`src/rtl/multi_cycle_cpu_hs.sv`:
```
// Multi-cycle MIPS-32 core with a req/ready memory handshake, an external register file,
// alignment/illegal-opcode trap and a retired-instruction counter.
module multi_cycle_cpu_hs #(
    parameter logic [31:0] RESET_PC     = 32'h0000_0000,
    parameter int unsigned COUNT_WIDTH  = 32,
    parameter bit          STRICT_ALIGN = 1'b1
) (
    input  logic                   clk,
    input  logic                   rst,
    output logic [31:0]            memAddr,
    output logic                   memReq,
    output logic                   memWe,
    output logic [31:0]            memWriteData,
    input  logic [31:0]            memReadData,
    input  logic                   memReady,
    output logic [4:0]             regReadAddr1,
    output logic [4:0]             regReadAddr2,
    input  logic [31:0]            regReadData1,
    input  logic [31:0]            regReadData2,
    output logic                   regWrite,
    output logic [4:0]             regWriteAddr,
    output logic [31:0]            regWriteData,
    output logic [31:0]            pcOut,
    output logic [31:0]            instruction,
    output logic [3:0]             state,
    output logic                   trap,
    output logic                   retired,
    output logic [COUNT_WIDTH-1:0] retireCount
);

    typedef enum logic [3:0] {
        FETCH     = 4'd0,  DECODE = 4'd1,  MEM_ADDR = 4'd2,  MEM_READ = 4'd3,
        MEM_WB    = 4'd4,  MEM_WRITE = 4'd5, EXEC_R = 4'd6,  R_WB = 4'd7,
        BRANCH    = 4'd8,  JUMP = 4'd9,    EXEC_I = 4'd10,   I_WB = 4'd11,
        JAL       = 4'd12, JR = 4'd13,     TRAP = 4'd15
    } stateT;

    localparam logic [5:0] OP_RTYPE = 6'h00, OP_J    = 6'h02, OP_JAL  = 6'h03;
    localparam logic [5:0] OP_BEQ   = 6'h04, OP_BNE  = 6'h05, OP_ADDI = 6'h08;
    localparam logic [5:0] OP_SLTI  = 6'h0a, OP_ANDI = 6'h0c, OP_ORI  = 6'h0d;
    localparam logic [5:0] OP_LUI   = 6'h0f, OP_LW   = 6'h23, OP_SW   = 6'h2b;
    localparam logic [5:0] F_JR  = 6'h08, F_ADD = 6'h20, F_SUB = 6'h22;
    localparam logic [5:0] F_AND = 6'h24, F_OR  = 6'h25, F_SLT = 6'h2a;

    // A misaligned reset vector must not issue a fetch; it traps out of FETCH instead.
    localparam bit RESET_REQ = !(STRICT_ALIGN && (RESET_PC[1:0] != 2'b00));

    stateT       fsm;
    logic [31:0] pc, ir, a, b, aluOut;

    logic [5:0]  opcode, funct;
    logic [4:0]  rt, rd;
    logic [15:0] imm;
    logic [31:0] sextImm, zextImm, aluResult, effAddr, memEa, jumpTarget, fetchTarget;
    logic        takeBranch, retiring, fetchMisaligned, pcMisaligned, memAlignBad;

    assign opcode     = ir[31:26];
    assign rt         = ir[20:16];
    assign rd         = ir[15:11];
    assign funct      = ir[5:0];
    assign imm        = ir[15:0];
    assign sextImm    = {{16{imm[15]}}, imm};
    assign zextImm    = {16'h0000, imm};
    assign jumpTarget = {pc[31:28], ir[25:0], 2'b00};
    assign effAddr    = a + sextImm;
    assign memEa      = STRICT_ALIGN ? effAddr : {effAddr[31:2], 2'b00};
    assign memAlignBad  = STRICT_ALIGN && (effAddr[1:0] != 2'b00);
    assign pcMisaligned = STRICT_ALIGN && (pc[1:0] != 2'b00);
    assign takeBranch   = (opcode == OP_BEQ) ? (a == b) : (a != b);

    assign regReadAddr1 = ir[25:21];
    assign regReadAddr2 = ir[20:16];
    assign pcOut        = pc;
    assign instruction  = ir;
    assign state        = fsm;
    assign retired      = retiring;

    // Shared ALU: R-type by funct, I-type by opcode.
    always_comb begin
        aluResult = a + b;
        if (opcode == OP_RTYPE) begin
            case (funct)
                F_SUB:   aluResult = a - b;
                F_AND:   aluResult = a & b;
                F_OR:    aluResult = a | b;
                F_SLT:   aluResult = {31'b0, $signed(a) < $signed(b)};
                default: aluResult = a + b;
            endcase
        end else begin
            case (opcode)
                OP_ANDI: aluResult = a & zextImm;
                OP_ORI:  aluResult = a | zextImm;
                OP_SLTI: aluResult = {31'b0, $signed(a) < $signed(sextImm)};
                OP_LUI:  aluResult = {imm, 16'h0000};
                default: aluResult = a + sextImm;
            endcase
        end
    end

    // Retirement happens on the edge that returns to FETCH; compute where FETCH will point.
    always_comb begin
        retiring    = 1'b0;
        fetchTarget = pc;
        case (fsm)
            MEM_WB, R_WB, I_WB: retiring = 1'b1;
            MEM_WRITE:          retiring = memReady;
            BRANCH: begin
                retiring    = 1'b1;
                fetchTarget = takeBranch ? aluOut : pc;
            end
            JUMP, JAL: begin
                retiring    = 1'b1;
                fetchTarget = jumpTarget;
            end
            JR: begin
                retiring    = 1'b1;
                fetchTarget = a;
            end
            default: ;
        endcase
        fetchMisaligned = STRICT_ALIGN && (fetchTarget[1:0] != 2'b00);
    end

    // regWriteData doubles as the MDR on the load path.
    always_ff @(posedge clk) begin
        if (rst) begin
            fsm          <= FETCH;
            pc           <= RESET_PC;
            ir           <= '0;
            a            <= '0;
            b            <= '0;
            aluOut       <= '0;
            memAddr      <= RESET_PC;
            memReq       <= RESET_REQ;
            memWe        <= 1'b0;
            memWriteData <= '0;
            regWrite     <= 1'b0;
            regWriteAddr <= '0;
            regWriteData <= '0;
            trap         <= 1'b0;
            retireCount  <= '0;
        end else begin
            regWrite <= 1'b0;
            case (fsm)
                FETCH: begin
                    if (pcMisaligned) begin
                        fsm    <= TRAP;
                        trap   <= 1'b1;
                        memReq <= 1'b0;
                    end else if (memReady) begin
                        ir     <= memReadData;
                        pc     <= pc + 32'd4;
                        memReq <= 1'b0;
                        fsm    <= DECODE;
                    end
                end
                DECODE: begin
                    a      <= regReadData1;
                    b      <= regReadData2;
                    aluOut <= pc + (sextImm << 2);
                    case (opcode)
                        OP_RTYPE: begin
                            case (funct)
                                F_ADD, F_SUB, F_AND, F_OR, F_SLT: fsm <= EXEC_R;
                                F_JR:    fsm <= JR;
                                default: begin
                                    fsm  <= TRAP;
                                    trap <= 1'b1;
                                end
                            endcase
                        end
                        OP_LW, OP_SW:   fsm <= MEM_ADDR;
                        OP_BEQ, OP_BNE: fsm <= BRANCH;
                        OP_J:           fsm <= JUMP;
                        OP_JAL: begin
                            fsm          <= JAL;
                            regWrite     <= 1'b1;
                            regWriteAddr <= 5'd31;
                            regWriteData <= pc;
                        end
                        OP_ADDI, OP_SLTI, OP_ANDI, OP_ORI, OP_LUI: fsm <= EXEC_I;
                        default: begin
                            fsm  <= TRAP;
                            trap <= 1'b1;
                        end
                    endcase
                end
                MEM_ADDR: begin
                    aluOut <= memEa;
                    if (memAlignBad) begin
                        fsm  <= TRAP;
                        trap <= 1'b1;
                    end else begin
                        memAddr      <= memEa;
                        memReq       <= 1'b1;
                        memWe        <= (opcode == OP_SW);
                        memWriteData <= b;
                        fsm          <= (opcode == OP_SW) ? MEM_WRITE : MEM_READ;
                    end
                end
                MEM_READ: begin
                    if (memReady) begin
                        memReq       <= 1'b0;
                        regWrite     <= (rt != 5'd0);
                        regWriteAddr <= rt;
                        regWriteData <= memReadData;
                        fsm          <= MEM_WB;
                    end
                end
                EXEC_R: begin
                    aluOut       <= aluResult;
                    regWrite     <= (rd != 5'd0);
                    regWriteAddr <= rd;
                    regWriteData <= aluResult;
                    fsm          <= R_WB;
                end
                EXEC_I: begin
                    aluOut       <= aluResult;
                    regWrite     <= (rt != 5'd0);
                    regWriteAddr <= rt;
                    regWriteData <= aluResult;
                    fsm          <= I_WB;
                end
                MEM_WB, MEM_WRITE, R_WB, BRANCH, JUMP, I_WB, JAL, JR, TRAP: ;
                default: begin
                    fsm  <= TRAP;
                    trap <= 1'b1;
                end
            endcase
            if (retiring) begin
                fsm         <= FETCH;
                pc          <= fetchTarget;
                memAddr     <= fetchTarget;
                memReq      <= !fetchMisaligned;
                memWe       <= 1'b0;
                retireCount <= retireCount + COUNT_WIDTH'(1);
            end
        end
    end

endmodule
```
`config.mk`:
```
export PLATFORM = sky130hd
export DESIGN_NAME = multi_cycle_cpu_hs
export DESIGN_NICKNAME = d
export VERILOG_FILES = /design/src/rtl/multi_cycle_cpu_hs.sv
export SDC_FILE = /design/constraint.sdc
export NUM_CORES = 1
export LEC_CHECK = 0
export ABC_CLOCK_PERIOD_IN_PS = 5200
export CAP_MARGIN = 40
export CORE_ASPECT_RATIO = 1.2
export CORE_MARGIN = 10
export CORE_UTILIZATION = 45
export DETAILED_ROUTE_END_ITERATION = 10
export GPL_TIMING_DRIVEN = 1
export PLACE_DENSITY = 0.68
export SLEW_MARGIN = 40
export SYNTH_ARGS = -nofsm -noshare
export SYNTH_HDL_FRONTEND = slang
export SYNTH_SLANG_ARGS = --single-unit
```
`constraint.sdc`:
```
create_clock -name clk -period 5.2 [get_ports clk]
set_clock_uncertainty 0.05 [all_clocks]
set_input_delay 1.04 -clock clk [delete_from_list [all_inputs] [get_ports clk]]
set_output_delay 1.04 -clock clk [all_outputs]
set_load 0.03 [all_outputs]
```
---- After elaboration in Yosys (flattened, before gate mapping) ----
Index checks and enable logic that the tools add are counted.
operators by class
  bitwise operators ....................... 8
  equality and inequality tests ........... 43
  add/subtract/negate cells ............... 6
  magnitude comparators ................... 2
  reduce and logical (&&, ||, !) cells .... 36
  mux-type cells .......................... 42
operators with widths
  cell                                                                   number
  32-bit two-way mux                                                     11
  32-bit one-hot mux with 3 select lines                                 3
  32-bit one-hot mux with 4 select lines                                 2
  32-bit adder                                                           3
  6-bit equality test, second input constant                             7
  6-bit by 4-bit equality test with 1-bit output, second input constant  6
  32-bit by 1-bit adder with 32-bit output, second input constant        1
  32-bit by 3-bit adder with 32-bit output, second input constant        1
  32-bit by 16-bit AND with 32-bit output                                1
  32-bit AND                                                             1
  32-bit equality test                                                   1
  32-bit by 16-bit < comparator with 1-bit output                        1
  32-bit < comparator                                                    1
  32-bit != test                                                         1
  32-bit by 16-bit OR with 32-bit output                                 1
  32-bit OR                                                              1
  32-bit subtractor                                                      1
  4-bit equality test, second input constant                             7
  4-bit one-hot mux with 7 select lines                                  1
  4-bit one-hot mux with 6 select lines                                  1
  5-bit one-hot mux with 4 select lines                                  1
  4-bit by 3-bit equality test with 1-bit output, second input constant  4
  4-bit two-way mux                                                      4
  3-bit AND reduction                                                    5
  other kinds (30)                                                       71
storage, ports and cells
  register bits ........................... 301
  input port bits ......................... 99
  word-level logic and storage cells ...... 152

---- Longest topological paths before layout ----
  depth after elaboration ................. 7
  depth in mapped cells ................... 14

---- Worst setup path after synthesis ----
No wires, ideal clock.
  path kind ............................... reg-to-reg
  from .................................... register ir[15], in the netlist instruction[15]
  to ...................................... register aluOut[24]
  cell stages (with the launch flop) ...... 12
  slack ................................... 764 ps
  arrival time ............................ 4295 ps
  clock period less this slack ............ 4436 ps
  setup time .............................. 91 ps
  data required time ...................... 5059 ps
  path through ............................ dfxtp_1 inv_1 ha_1 a211o_1 a2111oi_4 a21bo_1 o221ai_1 a31oi_1 xor2_1 a21oi_1 or4_1 a311oi_1
on the way
  longest elaborated chain between the ends .. 4
  elaborated cells between the ends (all ways) .. 5
  classes of those cells .................. add/sub: 2; mux: 3
ends and longest elaborated chain
  what                                        RTL line  RTL
  start, declared                             49        logic [31:0] pc, ir, a, b, aluOut;
  start signal, assigned                      151       ir <= memReadData;
  32-bit adder                                65, 95
  32-bit one-hot mux with 4 select lines      90        case (opcode)
  32-bit two-way mux                          81        if (opcode == OP_RTYPE) begin
  32-bit one-hot mux with 3 select lines (*)  144       case (fsm)
  end signal, assigned                        160       aluOut <= pc + (sextImm << 2);
  end signal, assigned                        189       aluOut <= memEa;
  end signal, assigned                        211       aluOut <= aluResult;
  end, declared                               49
Mark *: on every way between the ends. The rest lies on a longest branch, timed or not.
A chain may end at the register's enable or synchronous reset.

---- Final worst setup path ----
  from .................................... register ir[12], in the netlist instruction[12]
  to ...................................... register aluOut[27]
The elaborated chain is that of the path after synthesis.

==> results_dict.tcl <==
set metrics [dict create \
    drc 0 \
    critPathLaunchType "register" \
    synth_top_area_frac 0.259 \
    clock_insertion_delay_worst_skew_ps 580 \
    ir_worst_vdd_uv 310 \
    dp_hpwl_um 83200 \
    core_sq_um 51400 \
    endpoint_kind "register" \
    grt_pass1_wl_um 162000 \
    rsz0062_at_grt "no" \
    r2r_end "aluOut[27]$_SDFFE_PP0P_" \
    die_w_um 228 \
    synth_area_leader_cell "dfxtp_1" \
    grt_use_total 0.342 \
    antenna_found_initial 0 \
    path_cells "ha_1 -> nand2_1 -> or3_1 -> nor3_1 -> o21ai_0 -> and2_1 -> o31ai_1 -> xor2_1 -> o21ai_0 -> o22ai_1 -> or2_1" \
    timing.setup.tns_ps 0 \
    cts_buffer_depth 3 \
    power_leakage_nw 11.0 \
    worstSetupPathType "reg2reg" \
    yosysSeqAreaShare 0.259 \
    hold_buffers 0 \
    max_cap_violations 0 \
    synth_warnings 0 \
    timing.fmax_mhz 227 \
    synthTopCellsByArea "dfxtp_1 (26%), ha_1 (11%), a21oi_1 (8.9%), nand2_1 (7.4%), nor2_1 (4.8%)" \
    design_area_sq_um 28600 \
    hp-start "memWriteData[28]$_SDFFE_PP0P_" \
    ant_nets 0 \
    vias 26700 \
    slowest_stage "dfxtp_1" \
    r2r_cells 11 \
    total_power_w 0.0161 \
    n_antenna_cell 0 \
    syn_area_sq_um 23300 \
    rrSetupSlack_ps 800 \
    cpPeakStageDelay_ps 740 \
    hold_violations 0 \
    io_pins 315 \
    slew_headroom 0.408 \
    setup_ws_ps 801 \
    cts_resized 0 \
    drt-wirelength-per-cell_um 26.5 \
    syn_area_per_cell_sq_um 7.29 \
    hold_class "reg2reg" \
    hold_depth 2 \
    worstPathArrival_ps 4820 \
    required_ps 5620 \
    firstDrtPassIters 8 \
    grt_max_degree 88 \
    grt_pass1_vias 25200 \
    cts_root_buf "clkbuf_16" \
    synth_edf_count 0 \
    path_common_cell "o21ai_0" \
    clk_pin_slew_ps 60 \
    finalMaxSlewViolations 0 \
    status "complete, no violations" \
    cp_top_family "simple AND/OR/NAND/NOR gates" \
    synthFlopType "dfxtp_1" \
    cts_buffers 37 \
    grt_overflow 0 \
    rows 91 \
    cp_max_fo 7 \
    place_ws_ps 921 \
    r2r-start "instruction[12]$_SDFFE_PP0P_" \
    place_congestion 1.03 \
    path_buf_inv 0 \
    finalCritPeriodShare 0.846 \
    cts_num_sinks 301 \
    fin_crit_ps 4400 \
    initial_utilization 0.453 \
    port_buffers 314 \
    hold_end "memWriteData[28]$_SDFFE_PP0P_" \
    setup_violations 0 \
    ys_seq_elements 301 \
    via_per_inst 6.42 \
    power_density_nw_per_um2 563 \
    syn_inst 3193 \
    area_growth_pct 23.0 \
    postRouteWirelength_um 110000 \
    utilization 0.557 \
    dpl_cell_area_sq_um 27300 \
    cts_tree "built" \
    chipHeight_um 269 \
    die_area_sq_um 61300 \
    yosysUniqueCellTypes 97 \
    worstMarginPinSlew_ps 888 \
    cts_setup_buffers 0 \
    syn_nets 3502 \
    drtIter0Drc 3288 \
    drive_gt1_frac 0.0660 \
    async_flop_share 0 \
    nets 3736 \
    h-tree-depth 2 \
]
==> cell usage after synthesis (all sizes together), types with 22 or more instances <==
| cell | instances |
|---|---|
| a311oi | 45 |
| buf | 47 |
| a221oi | 29 |
| a21oi | 414 |
| a31oi | 34 |
| o21bai | 27 |
| o211ai | 30 |
| nand4 | 28 |
| xnor2 | 45 |
| nor2b | 25 |
| o21ai | 167 |
| clkbuf | 178 |
| dfxtp | 301 |
| a221o | 51 |
| nor3 | 75 |
| nor2 | 298 |
| o22ai | 35 |
| a211oi | 54 |
| a21o | 40 |
| nand3 | 70 |
| xor2 | 51 |
| nor4 | 24 |
| and3 | 44 |
| ha | 206 |
| nand2b | 22 |
| inv | 145 |
| nand2 | 456 |
==> power by group <==
| group | switching [W] | internal [W] |
|---|---|---|
| clock | 0.00115 | 0.00173 |
| combinational | 0.00636 | 0.00333 |
| sequential | 0.000721 | 0.00283 |
| total | 0.00823 | 0.00789 |
==> cells in the final DEF, fill, tap and decap left out, types with 71 or more instances in the layout <==
master	Yosys	layout
nor3_1	75	71
ha_1	206	206
nor2_1	298	295
buf_4	11	104
inv_1	144	144
nand2_1	456	453
a21oi_1	413	413
dfxtp_1	301	300
o21ai_0	163	163
clkdlybuf4s50_1	0	313
==> flip-flops by register name (all words and copies together), names as in the netlist <==
register,count
memWriteData,32
trap,1
state,4
memWe,1
pcOut,32
b,32
memReq,1
instruction,32
regWriteData,32
regWrite,1
retireCount,32
a,32
regWriteAddr,5
aluOut,32
memAddr,32
==> kinds of logic after synthesis <==
| family | share of synthesized area |
|---|---|
| buffers and inverters | 0.0632 |
| AOI/OAI and AO/OA | 0.310 |
| adders and majority gates | 0.114 |
| DFF | 0.259 |
| xor gates and xnor gates | 0.0361 |
| muxes | 0.00441 |
| and+or+nand+nor | 0.213 |
==> how the worst max path moves through the flow <==
stage	startpoint	endpoint	slack, ps	cells past startpoint
floorplan	instruction[15]$_SDFFE_PP0P_	aluOut[24]$_SDFFE_PP0P_	760	11
global route	a[20]$_SDFFE_PP0P_	pcOut[30]$_SDFFE_PP0P_	600	13
finish	instruction[12]$_SDFFE_PP0P_	aluOut[27]$_SDFFE_PP0P_	800	11
detailed placement	a[22]$_SDFFE_PP0P_	pcOut[30]$_SDFFE_PP0P_	920	14
CTS	a[20]$_SDFFE_PP0P_	pcOut[30]$_SDFFE_PP0P_	900	13
global placement	instruction[12]$_SDFFE_PP0P_	aluOut[27]$_SDFFE_PP0P_	1000	11
==> layer usage <==
layer	GRT usage	vias to the layer above	share of wire
met4	0.155	0	0.050
met3	0.0720	314	0.11
met5	0	-	0
met2	0.538	1645	0.45
li1	-	12000	-
met1	0.438	12700	0.39
==> through the flow <==
step / cells / hold slack (ps)
CTS: 4152 / 407
detailed placement: 4085 / 398
finish: 4152 / 405
global placement: 4083 / 392
global route: 4152 / 429
floorplan: 3193 / 412
==> worst min-delay path, stage by stage, from the launching register on <==
cell and delay, ps:
dfxtp_1 310, nand2_1 50, a21oi_1 50
==> cell type report <==
type	count	area, sq um
Inverter	148	556
Clock buffer	49	1040
Clock inverter	18	289
Multi-Input combinational cell	2519	15900
Fill cell	4882	22700
Tap cell	697	872
Timing Repair Buffer	420	3980
Sequential cell	301	6030
(Power assumes the default switching activity.)
